===== src/rtl/des_key_schedule.sv =====
// Sequential DES round-key generator: emits the 16 PC-2 subkeys one per clock,
// forward (K1..K16) or reversed (K16..K1) from a captured post-PC-1 key.
module des_key_schedule (
  input  logic        clk,
  input  logic        rst,
  input  logic        start,
  input  logic        decrypt,
  input  logic [55:0] key,
  output logic [47:0] subkey,
  output logic        subkey_valid,
  output logic [3:0]  round,
  output logic        busy,
  output logic        done
);

  typedef enum logic {IDLE, RUN} state_t;

  localparam logic [5:0] PC2 [48] = '{
    6'd14, 6'd17, 6'd11, 6'd24, 6'd1,  6'd5,  6'd3,  6'd28,
    6'd15, 6'd6,  6'd21, 6'd10, 6'd23, 6'd19, 6'd12, 6'd4,
    6'd26, 6'd8,  6'd16, 6'd7,  6'd27, 6'd20, 6'd13, 6'd2,
    6'd41, 6'd52, 6'd31, 6'd37, 6'd47, 6'd55, 6'd30, 6'd40,
    6'd51, 6'd45, 6'd33, 6'd48, 6'd44, 6'd49, 6'd39, 6'd56,
    6'd34, 6'd53, 6'd46, 6'd42, 6'd50, 6'd36, 6'd29, 6'd32
  };

  state_t      state, state_nx;
  logic [27:0] c_q, d_q, c_nx, d_nx;
  logic [4:0]  r_q, r_nx, slot_nx;
  logic        dec_q, dec_nx;
  logic        single;

  function automatic logic [27:0] rotl(input logic [27:0] x, input logic two);
    return two ? {x[25:0], x[27:26]} : {x[26:0], x[27]};
  endfunction

  function automatic logic [27:0] rotr(input logic [27:0] x, input logic two);
    return two ? {x[1:0], x[27:2]} : {x[0], x[27:1]};
  endfunction

  // CD bit n (1-based from the MSB) lives at {C,D}[56-n]
  function automatic logic [47:0] pc2(input logic [55:0] cd);
    logic [47:0] o;
    o = '0;
    for (int i = 0; i < 48; i++) o[47-i] = cd[56-int'(PC2[i])];
    return o;
  endfunction

  // For slots 2..16 the encrypt set s(n) and the decrypt set s(18-n)
  // both reduce to single-bit shifts at slots 2, 9 and 16.
  assign slot_nx = r_q + 5'd1;
  assign single  = (slot_nx == 5'd2) || (slot_nx == 5'd9) || (slot_nx == 5'd16);

  always_comb begin
    state_nx = state;
    c_nx     = c_q;
    d_nx     = d_q;
    r_nx     = r_q;
    dec_nx   = dec_q;
    case (state)
      IDLE: if (start) begin
        state_nx = RUN;
        dec_nx   = decrypt;
        r_nx     = 5'd1;
        c_nx     = decrypt ? key[55:28] : rotl(key[55:28], 1'b0);
        d_nx     = decrypt ? key[27:0]  : rotl(key[27:0],  1'b0);
      end
      RUN: begin
        if (r_q == 5'd16) begin
          state_nx = IDLE;
        end else begin
          r_nx = slot_nx;
          c_nx = dec_q ? rotr(c_q, !single) : rotl(c_q, !single);
          d_nx = dec_q ? rotr(d_q, !single) : rotl(d_q, !single);
        end
      end
      default: state_nx = IDLE;
    endcase
  end

  always_ff @(posedge clk) begin
    if (rst) begin
      state <= IDLE;
      c_q   <= '0;
      d_q   <= '0;
      r_q   <= '0;
      dec_q <= 1'b0;
    end else begin
      state <= state_nx;
      c_q   <= c_nx;
      d_q   <= d_nx;
      r_q   <= r_nx;
      dec_q <= dec_nx;
    end
  end

  // round is 4 bits wide, so slot 16 reads as 4'h0; valid/done disambiguate it
  assign busy         = (state == RUN);
  assign subkey_valid = busy;
  assign subkey       = busy ? pc2({c_q, d_q}) : '0;
  assign round        = busy ? r_q[3:0] : 4'd0;
  assign done         = busy && (r_q == 5'd16);

endmodule


===== config.mk =====
export PLATFORM = sky130hd
export DESIGN_NAME = des_key_schedule
export DESIGN_NICKNAME = d
export VERILOG_FILES = /design/src/rtl/des_key_schedule.sv
export SDC_FILE = /design/constraint.sdc
export NUM_CORES = 1
export LEC_CHECK = 0
export CELL_PAD_IN_SITES_DETAIL_PLACEMENT = 1
export CELL_PAD_IN_SITES_GLOBAL_PLACEMENT = 2
export CORE_MARGIN = 3
export CORE_UTILIZATION = 30
export DETAILED_ROUTE_END_ITERATION = 10
export HOLD_SLACK_MARGIN = 0.15
export PLACE_DENSITY_LB_ADDON = 0.1
export SLEW_MARGIN = 0
export SYNTH_ARGS = -nofsm -noshare
export SYNTH_HDL_FRONTEND = slang
export SYNTH_SLANG_ARGS = --single-unit

===== constraint.sdc =====
create_clock -name clk -period 2.9 [get_ports clk]
set_clock_uncertainty 0.05 [all_clocks]
set_input_delay 0.435 -clock clk [delete_from_list [all_inputs] [get_ports clk]]
set_output_delay 0.435 -clock clk [all_outputs]
set_load 0.1 [all_outputs]

==> report_table.html, run 1 <==
<table>
<tr><th>Metric</th><th>Value</th></tr>
<tr><th colspan="2">Status</th></tr>
<tr><td>Outcome</td><td>finished clean</td></tr>
<tr><th colspan="2">Pwr</th></tr>
<tr><td>Power density cells</td><td>396.2 nW/um2</td></tr>
<tr><td>Leakage dissipation</td><td>2.935 nW</td></tr>
<tr><td>Power, Total</td><td>3.917 mW</td></tr>
<tr><td>Maximum resistive drop on vdd</td><td>0.0003161 V</td></tr>
<tr><th colspan="2">Timing</th></tr>
<tr><td>Setup repair after global routing missed its margin</td><td>false</td></tr>
<tr><td>Relative slew margins</td><td>46.78%</td></tr>
<tr><td>Min Clock Period, post-route</td><td>2.525 ns</td></tr>
<tr><td>Setup Viol. Count Final</td><td>0</td></tr>
<tr><td>Slew of the pin with the lowest slew margin</td><td>0.7984 ns</td></tr>
<tr><td>Endpoints failing hold</td><td>0</td></tr>
<tr><td>Achievable Freq</td><td>396.1 MHz</td></tr>
<tr><td>Final setup TNS</td><td>0 ns</td></tr>
<tr><td>Crit path setup slack, layout</td><td>0.3752 ns</td></tr>
<tr><td>Final hold slack</td><td>0.5377 ns</td></tr>
<tr><td>Slew Limit Fails</td><td>0</td></tr>
<tr><td>Part of the cycle the worst path needs</td><td>87.06%</td></tr>
<tr><th colspan="2">Worst setup path</th></tr>
<tr><td>Worst Setup End Kind</td><td>register</td></tr>
<tr><td>Classification of the worst setup path</td><td>reg -&gt; reg</td></tr>
<tr><td>Critical path buffers and inverters</td><td>1</td></tr>
<tr><td>Crit-path max cell delay</td><td>0.46 ns</td></tr>
<tr><td>Register-to-register setup slack</td><td>0.38 ns</td></tr>
<tr><td>Data required time of the worst path</td><td>3.12 ns</td></tr>
<tr><td>Delay-heaviest family, CP</td><td>multiplexers</td></tr>
<tr><td>Signal arrival time at the worst endpoint</td><td>2.74 ns</td></tr>
<tr><td>Slowest stage cell, crit path</td><td>sky130_fd_sc_hd__mux2_2</td></tr>
<tr><td>Ordered list of cells on the worst path</td><td>ha_1 &gt; and3_1 &gt; mux2i_1 &gt; mux2_2 &gt; buf_12 &gt; nand4_1 &gt; a32oi_1</td></tr>
<tr><td>Max Fanout on Critical Path</td><td>25</td></tr>
<tr><td>Startpoint types</td><td>register</td></tr>
<tr><th colspan="2">Route</th></tr>
<tr><td>Remaining routing DRC violations</td><td>0</td></tr>
<tr><td>DR vias/cell</td><td>5.994</td></tr>
<tr><td>Detailed-router iteration count before antenna repair</td><td>5</td></tr>
<tr><td>Via Count</td><td>8565</td></tr>
<tr><td>Number of antenna-violating nets in the routed design</td><td>0</td></tr>
<tr><td>Number of DRC violations after detailed-routing iteration 0</td><td>664</td></tr>
<tr><td>Total Wirelength</td><td>30.55 mm</td></tr>
<tr><td>Wire per inst</td><td>21.38 um</td></tr>
<tr><th colspan="2">Logic synthesis</th></tr>
<tr><td>Number of storage elements in the synthesis netlist</td><td>63</td></tr>
<tr><td>Post-synthesis area per instance</td><td>6.642 um2</td></tr>
<tr><td>Post-Synthesis Cell Area</td><td>7213 um2</td></tr>
<tr><td>Warnings, synthesis</td><td>0</td></tr>
<tr><td>Share of flip-flops with an asynchronous set or reset after synthesis</td><td>0%</td></tr>
<tr><td>Unique cell type count in the Yosys netlist</td><td>38</td></tr>
<tr><td>Net count of the mapped netlist</td><td>1150</td></tr>
<tr><td>Number of flops mapped to enable cells by yosys</td><td>0</td></tr>
<tr><td>Register area share after synthesis</td><td>17.48%</td></tr>
<tr><td>Post-synth top flop</td><td>sky130_fd_sc_hd__dfxtp_1</td></tr>
<tr><td>Mapped Cells</td><td>1086</td></tr>
<tr><th colspan="2">Clock network</th></tr>
<tr><td>Post-cts hold buffer count</td><td>0</td></tr>
<tr><td>Max H-tree Level</td><td>3</td></tr>
<tr><td>Number of clock sinks</td><td>63</td></tr>
<tr><td>Clock insertion delay at the later pin of the skew report</td><td>0.34 ns</td></tr>
<tr><td>Master cell of the clock root buffer</td><td>sky130_fd_sc_hd__clkbuf_16</td></tr>
<tr><td>Clock input transition at the sequential cells of the worst setup and hold paths</td><td>0.06 ns</td></tr>
<tr><td>CTS buffer count</td><td>9</td></tr>
<tr><td>TritonCTS clock tree</td><td>yes</td></tr>
<tr><td>Post-CTS setup buffer count</td><td>0</td></tr>
<tr><td>Clk buf depth</td><td>2</td></tr>
<tr><td>PostCTS Resize Cnt</td><td>0</td></tr>
<tr><th colspan="2">Placed design</th></tr>
<tr><td>Port Buffer Count</td><td>114</td></tr>
<tr><td>RePlAce Congestion</td><td>0.7751</td></tr>
<tr><td>Half-perimeter wire length of the detailed placement result</td><td>19.51 mm</td></tr>
<tr><td>Total cell area at the placement stage</td><td>9545 um2</td></tr>
<tr><td>Number of cells in the design after placement</td><td>1413</td></tr>
<tr><td>Pre-CTS WS</td><td>0.3730 ns</td></tr>
<tr><th colspan="2">Global routing</th></tr>
<tr><td>Maximum number of pins on one net before global-route repair</td><td>123</td></tr>
<tr><td>Combined global-route utilization of all metal layers</td><td>23.44%</td></tr>
<tr><td>Number of global-route vias before repair</td><td>8934</td></tr>
<tr><td>Antenna violations before repair</td><td>0</td></tr>
<tr><td>Wire length of the first global-routing pass</td><td>50.53 mm</td></tr>
<tr><td>Leftover overflow at the end of global routing</td><td>0</td></tr>
<tr><th colspan="2">Finish</th></tr>
<tr><td>Finished Cell Area</td><td>9887 um2</td></tr>
<tr><td>Inserted Diodes</td><td>0</td></tr>
<tr><td>Final net count</td><td>1169</td></tr>
<tr><td>Area occupied by multi-input gates</td><td>5558 um2</td></tr>
<tr><td>Number of fill cells</td><td>2872</td></tr>
<tr><td>Utilization after layout</td><td>42.00%</td></tr>
<tr><td>Synthesis-to-layout area growth</td><td>37.07%</td></tr>
<tr><td>Share of layout cells above drive strength 1</td><td>20.09%</td></tr>
<tr><td>Area of all sequential standard cells</td><td>1269 um2</td></tr>
<tr><td>Final standard cell count with taps included and fillers excluded</td><td>1429</td></tr>
<tr><th colspan="2">Die</th></tr>
<tr><td>Die area</td><td>25940 um2</td></tr>
<tr><td>Standard-cell rows</td><td>56</td></tr>
<tr><td>Overall die height</td><td>161.1 um</td></tr>
<tr><td>Core area</td><td>23540 um2</td></tr>
<tr><td>Die W</td><td>161.1 um</td></tr>
<tr><td>Num ports</td><td>115</td></tr>
<tr><td>Starting density of the core</td><td>30.64%</td></tr>
<tr><th colspan="2">Min path</th></tr>
<tr><td>Hold WC Path Type</td><td>reg -&gt; reg</td></tr>
<tr><th colspan="2">Flow run</th></tr>
<tr><td>Max_cap viols</td><td>0</td></tr>
</table>
==> state kept, by name, indices dropped and copies added, names as in the netlist <==
| register | cells |
|---|---|
| d_q | 28 |
| r_q | 5 |
| c_q | 28 |
| dec_q | 1 |
| busy | 1 |
==> layout by cell type (no fill, tap or decap), types with 2 or more instances in the layout <==
cell type                         netlist  final
sky130_fd_sc_hd__a21oi_1              116    116
sky130_fd_sc_hd__o21ai_0              114    114
sky130_fd_sc_hd__nand2_1              114    113
sky130_fd_sc_hd__buf_12                 0     68
sky130_fd_sc_hd__dfxtp_1               63     61
sky130_fd_sc_hd__inv_1                 59     58
sky130_fd_sc_hd__mux2i_1               58     58
sky130_fd_sc_hd__clkdlybuf4s50_1        0     57
sky130_fd_sc_hd__nor3_1                56     56
sky130_fd_sc_hd__or2_2                 56     56
sky130_fd_sc_hd__nand4_1               56     56
sky130_fd_sc_hd__o221ai_1              56     56
sky130_fd_sc_hd__o32a_1                56     56
sky130_fd_sc_hd__a32oi_1               56     56
sky130_fd_sc_hd__nor2_4                 0     51
sky130_fd_sc_hd__buf_4                  3     21
sky130_fd_sc_hd__nor2_1                61     10
sky130_fd_sc_hd__clkbuf_16              0     10
sky130_fd_sc_hd__ha_1                   4      4
sky130_fd_sc_hd__and2_1                 3      3
sky130_fd_sc_hd__nand2b_1               2      2
sky130_fd_sc_hd__nand3b_1               2      2
sky130_fd_sc_hd__dfxtp_4                0      2
sky130_fd_sc_hd__bufinv_16              0      2
sky130_fd_sc_hd__clkinv_2               0      2
==> kinds of logic after synthesis <==
logic type | count (synthesis) | share of synthesized area, %
simple gates | 355 | 23.89
fa+ha+maj | 4 | 0.6939
mux | 60 | 8.395
xor+xnor | 2 | 0.2429
buf+inv | 198 | 11.36
flops | 63 | 17.48
compound gates | 404 | 37.94
==> layer usage <==
metal / vias to the layer above / global-route usage, % / wire [um]
li1: 4124 / - / -
met1: 4200 / 34.10 / 14920
met2: 211 / 37.61 / 14030
met3: 30 / 2.334 / 1266
met4: 0 / 5.045 / 334
met5: - / 0 / 0
==> cell type report <==
class	count	area share, %
Sequential cell	63	12.83
Clock buffer	11	2.670
Inverter	60	2.329
Clock inverter	5	0.7846
Multi-Input combinational cell	825	56.21
Timing Repair Buffer	146	21.13
Tap cell	319	4.037
==> report_power, final <==
part / internal [mW] / switching (mW) / leakage, nW
registers: 0.940 / 0.132 / 0.516
logic: 0.581 / 0.970 / 2.25
clock network: 0.827 / 0.467 / 0.167
==> tightest hold or removal path, delay by kind of cell, from the launching register on <==
kind               cells  cell delay (ns)
AOI/OAI and AO/OA      2             0.17
DFF                    1             0.37
==> synth_stat cells (2+ instances only) <==
library cell,n,area (um2)
sky130_fd_sc_hd__nand4_1,56,350.3
sky130_fd_sc_hd__nand3b_1,2,15.01
sky130_fd_sc_hd__a21oi_1,116,580.6
sky130_fd_sc_hd__and2_1,3,18.77
sky130_fd_sc_hd__o32a_1,56,560.5
sky130_fd_sc_hd__o221ai_1,56,490.5
sky130_fd_sc_hd__a32oi_1,56,490.5
sky130_fd_sc_hd__buf_4,3,22.52
sky130_fd_sc_hd__nor2_1,61,229.0
sky130_fd_sc_hd__mux2i_1,58,580.6
sky130_fd_sc_hd__buf_6,4,45.04
sky130_fd_sc_hd__nand2b_1,2,12.51
sky130_fd_sc_hd__ha_1,4,50.05
sky130_fd_sc_hd__o21ai_0,114,570.6
sky130_fd_sc_hd__dfxtp_1,63,1261
sky130_fd_sc_hd__buf_1,6,22.52
sky130_fd_sc_hd__inv_1,59,221.5
sky130_fd_sc_hd__buf_2,28,140.1
sky130_fd_sc_hd__nand2_1,114,427.9
sky130_fd_sc_hd__nor3_1,56,280.3
sky130_fd_sc_hd__clkbuf_1,97,364.1
sky130_fd_sc_hd__or2_2,56,350.3
==> worst paths after layout <==
check                                         start                   end  cells past startpoint
worst max-delay path            r_q[1]$_SDFFE_PP0P_  c_q[25]$_SDFFE_PP0P_                      7
worst max register to register  r_q[1]$_SDFFE_PP0P_  c_q[25]$_SDFFE_PP0P_                      7
worst min-delay path            r_q[4]$_SDFFE_PP0P_   r_q[4]$_SDFFE_PP0P_                      2
worst min register to register  r_q[4]$_SDFFE_PP0P_   r_q[4]$_SDFFE_PP0P_                      2
Note: power is estimated with default switching activity, not from simulation.
==> run 2: changes to the inputs <==
--- a/config.mk
+++ b/config.mk
@@ -7,6 +7,7 @@
 export LEC_CHECK = 0
 export CELL_PAD_IN_SITES_DETAIL_PLACEMENT = 1
 export CELL_PAD_IN_SITES_GLOBAL_PLACEMENT = 2
+export CORE_ASPECT_RATIO = 1.1
 export CORE_MARGIN = 3
 export CORE_UTILIZATION = 30
 export DETAILED_ROUTE_END_ITERATION = 10
==> report_table.html, run 2 (synthesized netlist as in run 1, its figures left out) <==
<table>
<tr><th>Metric</th><th>Value</th></tr>
<tr><th colspan="2">Pwr</th></tr>
<tr><td>Clock network power share</td><td>29.3% (-3.7 points)</td></tr>
<tr><td>Power density cells</td><td>376.5 nW/um2 (-5.0%)</td></tr>
<tr><td>Leakage dissipation</td><td>2.883 nW (-1.8%)</td></tr>
<tr><td>Switching Share</td><td>41.95% (+1.9 points)</td></tr>
<tr><td>Combinational share of power</td><td>41.6% (+2.0 points)</td></tr>
<tr><td>Power, Total</td><td>3.681 mW (-6.0%)</td></tr>
<tr><td>Internal Pwr Total</td><td>2.137 mW (-9.0%)</td></tr>
<tr><td>Fraction of power consumed by sequential logic</td><td>29.2% (+1.8 points)</td></tr>
<tr><td>Maximum resistive drop on vdd</td><td>0.0002879 V (-8.9%)</td></tr>
<tr><td>Power spent charging and discharging nets</td><td>1.544 mW (-1.6%)</td></tr>
<tr><th colspan="2">Clock network</th></tr>
<tr><td>CTS buffer count</td><td>9 (unchanged)</td></tr>
<tr><td>Post-CTS setup buffer count</td><td>0 (unchanged)</td></tr>
<tr><td>Post-cts hold buffer count</td><td>0 (unchanged)</td></tr>
<tr><td>Max H-tree Level</td><td>3 (unchanged)</td></tr>
<tr><td>Clock insertion delay at the later pin of the skew report</td><td>0.34 ns (about the same)</td></tr>
<tr><td>Master cell of the clock root buffer</td><td>sky130_fd_sc_hd__clkbuf_16</td></tr>
<tr><td>TritonCTS clock tree</td><td>yes</td></tr>
<tr><td>Clk buf depth</td><td>2 (unchanged)</td></tr>
<tr><td>PostCTS Resize Cnt</td><td>0 (unchanged)</td></tr>
<tr><td>Number of clock sinks</td><td>63 (unchanged)</td></tr>
<tr><td>Clock input transition at the sequential cells of the worst setup and hold paths</td><td>0.06 ns (about the same)</td></tr>
<tr><th colspan="2">Placed design</th></tr>
<tr><td>Port Buffer Count</td><td>114 (unchanged)</td></tr>
<tr><td>RePlAce Congestion</td><td>0.7854 (+1.3%)</td></tr>
<tr><td>Half-perimeter wire length of the detailed placement result</td><td>18.57 mm (-4.8%)</td></tr>
<tr><td>Pre-CTS WS</td><td>0.4421 ns (+0.06913 ns)</td></tr>
<tr><th colspan="2">Timing</th></tr>
<tr><td>Part of the cycle the worst path needs</td><td>85.30% (-1.8 points)</td></tr>
<tr><td>Relative slew margins</td><td>42.83% (-4.0 points)</td></tr>
<tr><td>Setup repair after global routing missed its margin</td><td>false</td></tr>
<tr><td>Slew Limit Fails</td><td>0 (unchanged)</td></tr>
<tr><td>Min Clock Period, post-route</td><td>2.474 ns (-0.05111 ns)</td></tr>
<tr><td>Final setup TNS</td><td>0 ns (unchanged)</td></tr>
<tr><td>Crit path setup slack, layout</td><td>0.4263 ns (+0.05111 ns)</td></tr>
<tr><td>Setup Viol. Count Final</td><td>0 (unchanged)</td></tr>
<tr><td>Slew of the pin with the lowest slew margin</td><td>0.8576 ns (+0.05925 ns)</td></tr>
<tr><td>Achievable Freq</td><td>404.3 MHz (+2.1%)</td></tr>
<tr><td>Endpoints failing hold</td><td>0 (unchanged)</td></tr>
<tr><td>Final hold slack</td><td>0.4433 ns (-0.09438 ns)</td></tr>
<tr><th colspan="2">Min path</th></tr>
<tr><td>Hold WC Path Type</td><td>in -&gt; reg</td></tr>
<tr><td>Hold Path Origin</td><td>rst</td></tr>
<tr><th colspan="2">Die</th></tr>
<tr><td>Core area</td><td>23220 um2 (-1.4%)</td></tr>
<tr><td>Num ports</td><td>115 (unchanged)</td></tr>
<tr><td>Starting density of the core</td><td>31.06% (+0.42 points)</td></tr>
<tr><td>Die area</td><td>25940 um2 (about the same)</td></tr>
<tr><td>Standard-cell rows</td><td>58 (+3.6%)</td></tr>
<tr><td>Overall die height</td><td>168.6 um (+4.7%)</td></tr>
<tr><td>Die W</td><td>153.8 um (-4.5%)</td></tr>
<tr><th colspan="2">Finish</th></tr>
<tr><td>Largest registers in the final layout</td><td>c_q (28), d_q (28), r_q (5)</td></tr>
<tr><td>Commonest cells after routing, fill and taps aside</td><td>sky130_fd_sc_hd__a21oi_1, sky130_fd_sc_hd__o21ai_0, sky130_fd_sc_hd__nand2_1</td></tr>
<tr><td>Inserted Diodes</td><td>0 (unchanged)</td></tr>
<tr><td>Number of fill cells</td><td>2843 (-1.0%)</td></tr>
<tr><td>Area of all sequential standard cells</td><td>1269 um2 (unchanged)</td></tr>
<tr><td>Final net count</td><td>1163 (-0.51%)</td></tr>
<tr><td>Most common library cell in the layout ignoring fill and taps</td><td>sky130_fd_sc_hd__a21oi_1</td></tr>
<tr><td>Area occupied by multi-input gates</td><td>5558 um2 (unchanged)</td></tr>
<tr><td>Synthesis-to-layout area growth</td><td>35.52%</td></tr>
<tr><td>Share of layout cells above drive strength 1</td><td>19.47% (-0.62 points)</td></tr>
<tr><th colspan="2">Route</th></tr>
<tr><td>Total Wirelength</td><td>29.78 mm (-2.5%)</td></tr>
<tr><td>Detailed-router iteration count before antenna repair</td><td>5 (unchanged)</td></tr>
<tr><td>Remaining routing DRC violations</td><td>0 (unchanged)</td></tr>
<tr><td>Wire per inst</td><td>21.21 um (-0.77%)</td></tr>
<tr><td>Number of DRC violations after detailed-routing iteration 0</td><td>608 (-8.4%)</td></tr>
<tr><td>Via Count</td><td>8582 (+0.20%)</td></tr>
<tr><td>Number of antenna-violating nets in the routed design</td><td>0 (unchanged)</td></tr>
<tr><td>DR vias/cell</td><td>6.113 (+2.0%)</td></tr>
<tr><th colspan="2">Worst setup path</th></tr>
<tr><td>Classification of the worst setup path</td><td>reg -&gt; reg</td></tr>
<tr><td>Launch point of the critical path</td><td>r_q[1]$_SDFFE_PP0P_</td></tr>
<tr><td>Max Fanout on Critical Path</td><td>56 (+120%)</td></tr>
<tr><td>Startpoint of the most critical register-to-register path</td><td>r_q[1]$_SDFFE_PP0P_</td></tr>
<tr><td>Startpoint types</td><td>register</td></tr>
<tr><td>Data required time of the worst path</td><td>3.11 ns (about the same)</td></tr>
<tr><td>Signal arrival time at the worst endpoint</td><td>2.68 ns (-0.06 ns)</td></tr>
<tr><td>Worst Setup End Kind</td><td>register</td></tr>
<tr><th colspan="2">Global routing</th></tr>
<tr><td>Antenna violations before repair</td><td>0 (unchanged)</td></tr>
<tr><td>Combined global-route utilization of all metal layers</td><td>22.08% (-1.4 points)</td></tr>
<tr><td>Number of global-route vias before repair</td><td>8900 (-0.38%)</td></tr>
<tr><td>Leftover overflow at the end of global routing</td><td>0 (unchanged)</td></tr>
<tr><td>Maximum number of pins on one net before global-route repair</td><td>79 (-36%)</td></tr>
<tr><td>Wire length of the first global-routing pass</td><td>48.06 mm (-4.9%)</td></tr>
<tr><th colspan="2">Flow run</th></tr>
<tr><td>Max_cap viols</td><td>0 (unchanged)</td></tr>
<tr><th colspan="2">Status</th></tr>
<tr><td>Outcome</td><td>finished clean</td></tr>
</table>
## run 2: cell count changes in the layout (fill, tap and decap cells not counted), moves of 2 or more
cell / previous run / this run
sky130_fd_sc_hd__clkinv_2: 2 / 4
sky130_fd_sc_hd__buf_4: 21 / 13
sky130_fd_sc_hd__buf_12: 68 / 70
sky130_fd_sc_hd__bufinv_16: 2 / 0
## run 2: area by class of cell
cell class | instances | area share (%)
Timing Repair Buffer | 140 | 21.17
Multi-Input combinational cell | 825 | 56.85
Clock buffer | 12 | 2.624
Sequential cell | 63 | 12.98
Clock inverter | 4 | 0.2048
Tap cell | 300 | 3.840
Inverter | 60 | 2.329
## run 2: worst paths after layout
path         slack [ns]  cells past startpoint                   end
max                0.43                      7  c_q[14]$_SDFFE_PP0P_
min                0.44                      2    dec_q$_SDFFE_PP0P_
max reg2reg        0.43                      7  c_q[14]$_SDFFE_PP0P_
min reg2reg        0.53                      2   r_q[4]$_SDFFE_PP0P_
## run 2: routing by layer
layer / up-vias / global-route usage (%) / part of all wire [%]
met5: - / 0 / 0
met4: 0 / 5.607 / 1.5
met3: 31 / 2.250 / 3.3
met2: 199 / 39.06 / 50
met1: 4243 / 28.82 / 45
li1: 4109 / - / -
## run 2: critical path: stages, from the launching register on
cell                      delay (ns)
sky130_fd_sc_hd__dfxtp_1        0.40
sky130_fd_sc_hd__ha_1           0.30
sky130_fd_sc_hd__and3_1         0.30
sky130_fd_sc_hd__mux2i_1        0.35
sky130_fd_sc_hd__mux2_2         0.25
sky130_fd_sc_hd__buf_12         0.29
sky130_fd_sc_hd__nand4_1        0.14
sky130_fd_sc_hd__a32oi_1        0.26
## run 2: stage by stage
stage                     area (um2)  util (%)  instances
final                           9776     42.10       1404
after CTS                       9776     42.10       1404
after global routing            9776     42.10       1404
after floorplan                 7592         -       1086
after global placement          9499     40.91       1388
after detailed placement        9499     40.91       1388
## run 2: power groups by stage
| stage | Sequential [mW] | Clock, mW | Combinational (mW) |
|---|---|---|---|
| global placement | 1.09 | 0 | 1.52 |
| CTS | 1.07 | 1.10 | 1.53 |
| detailed placement | 1.09 | 0 | 1.53 |
| global route | 1.09 | 1.12 | 1.65 |
| finish | 1.07 | 1.08 | 1.53 |
| floorplan | 1.03 | 0 | 1.07 |
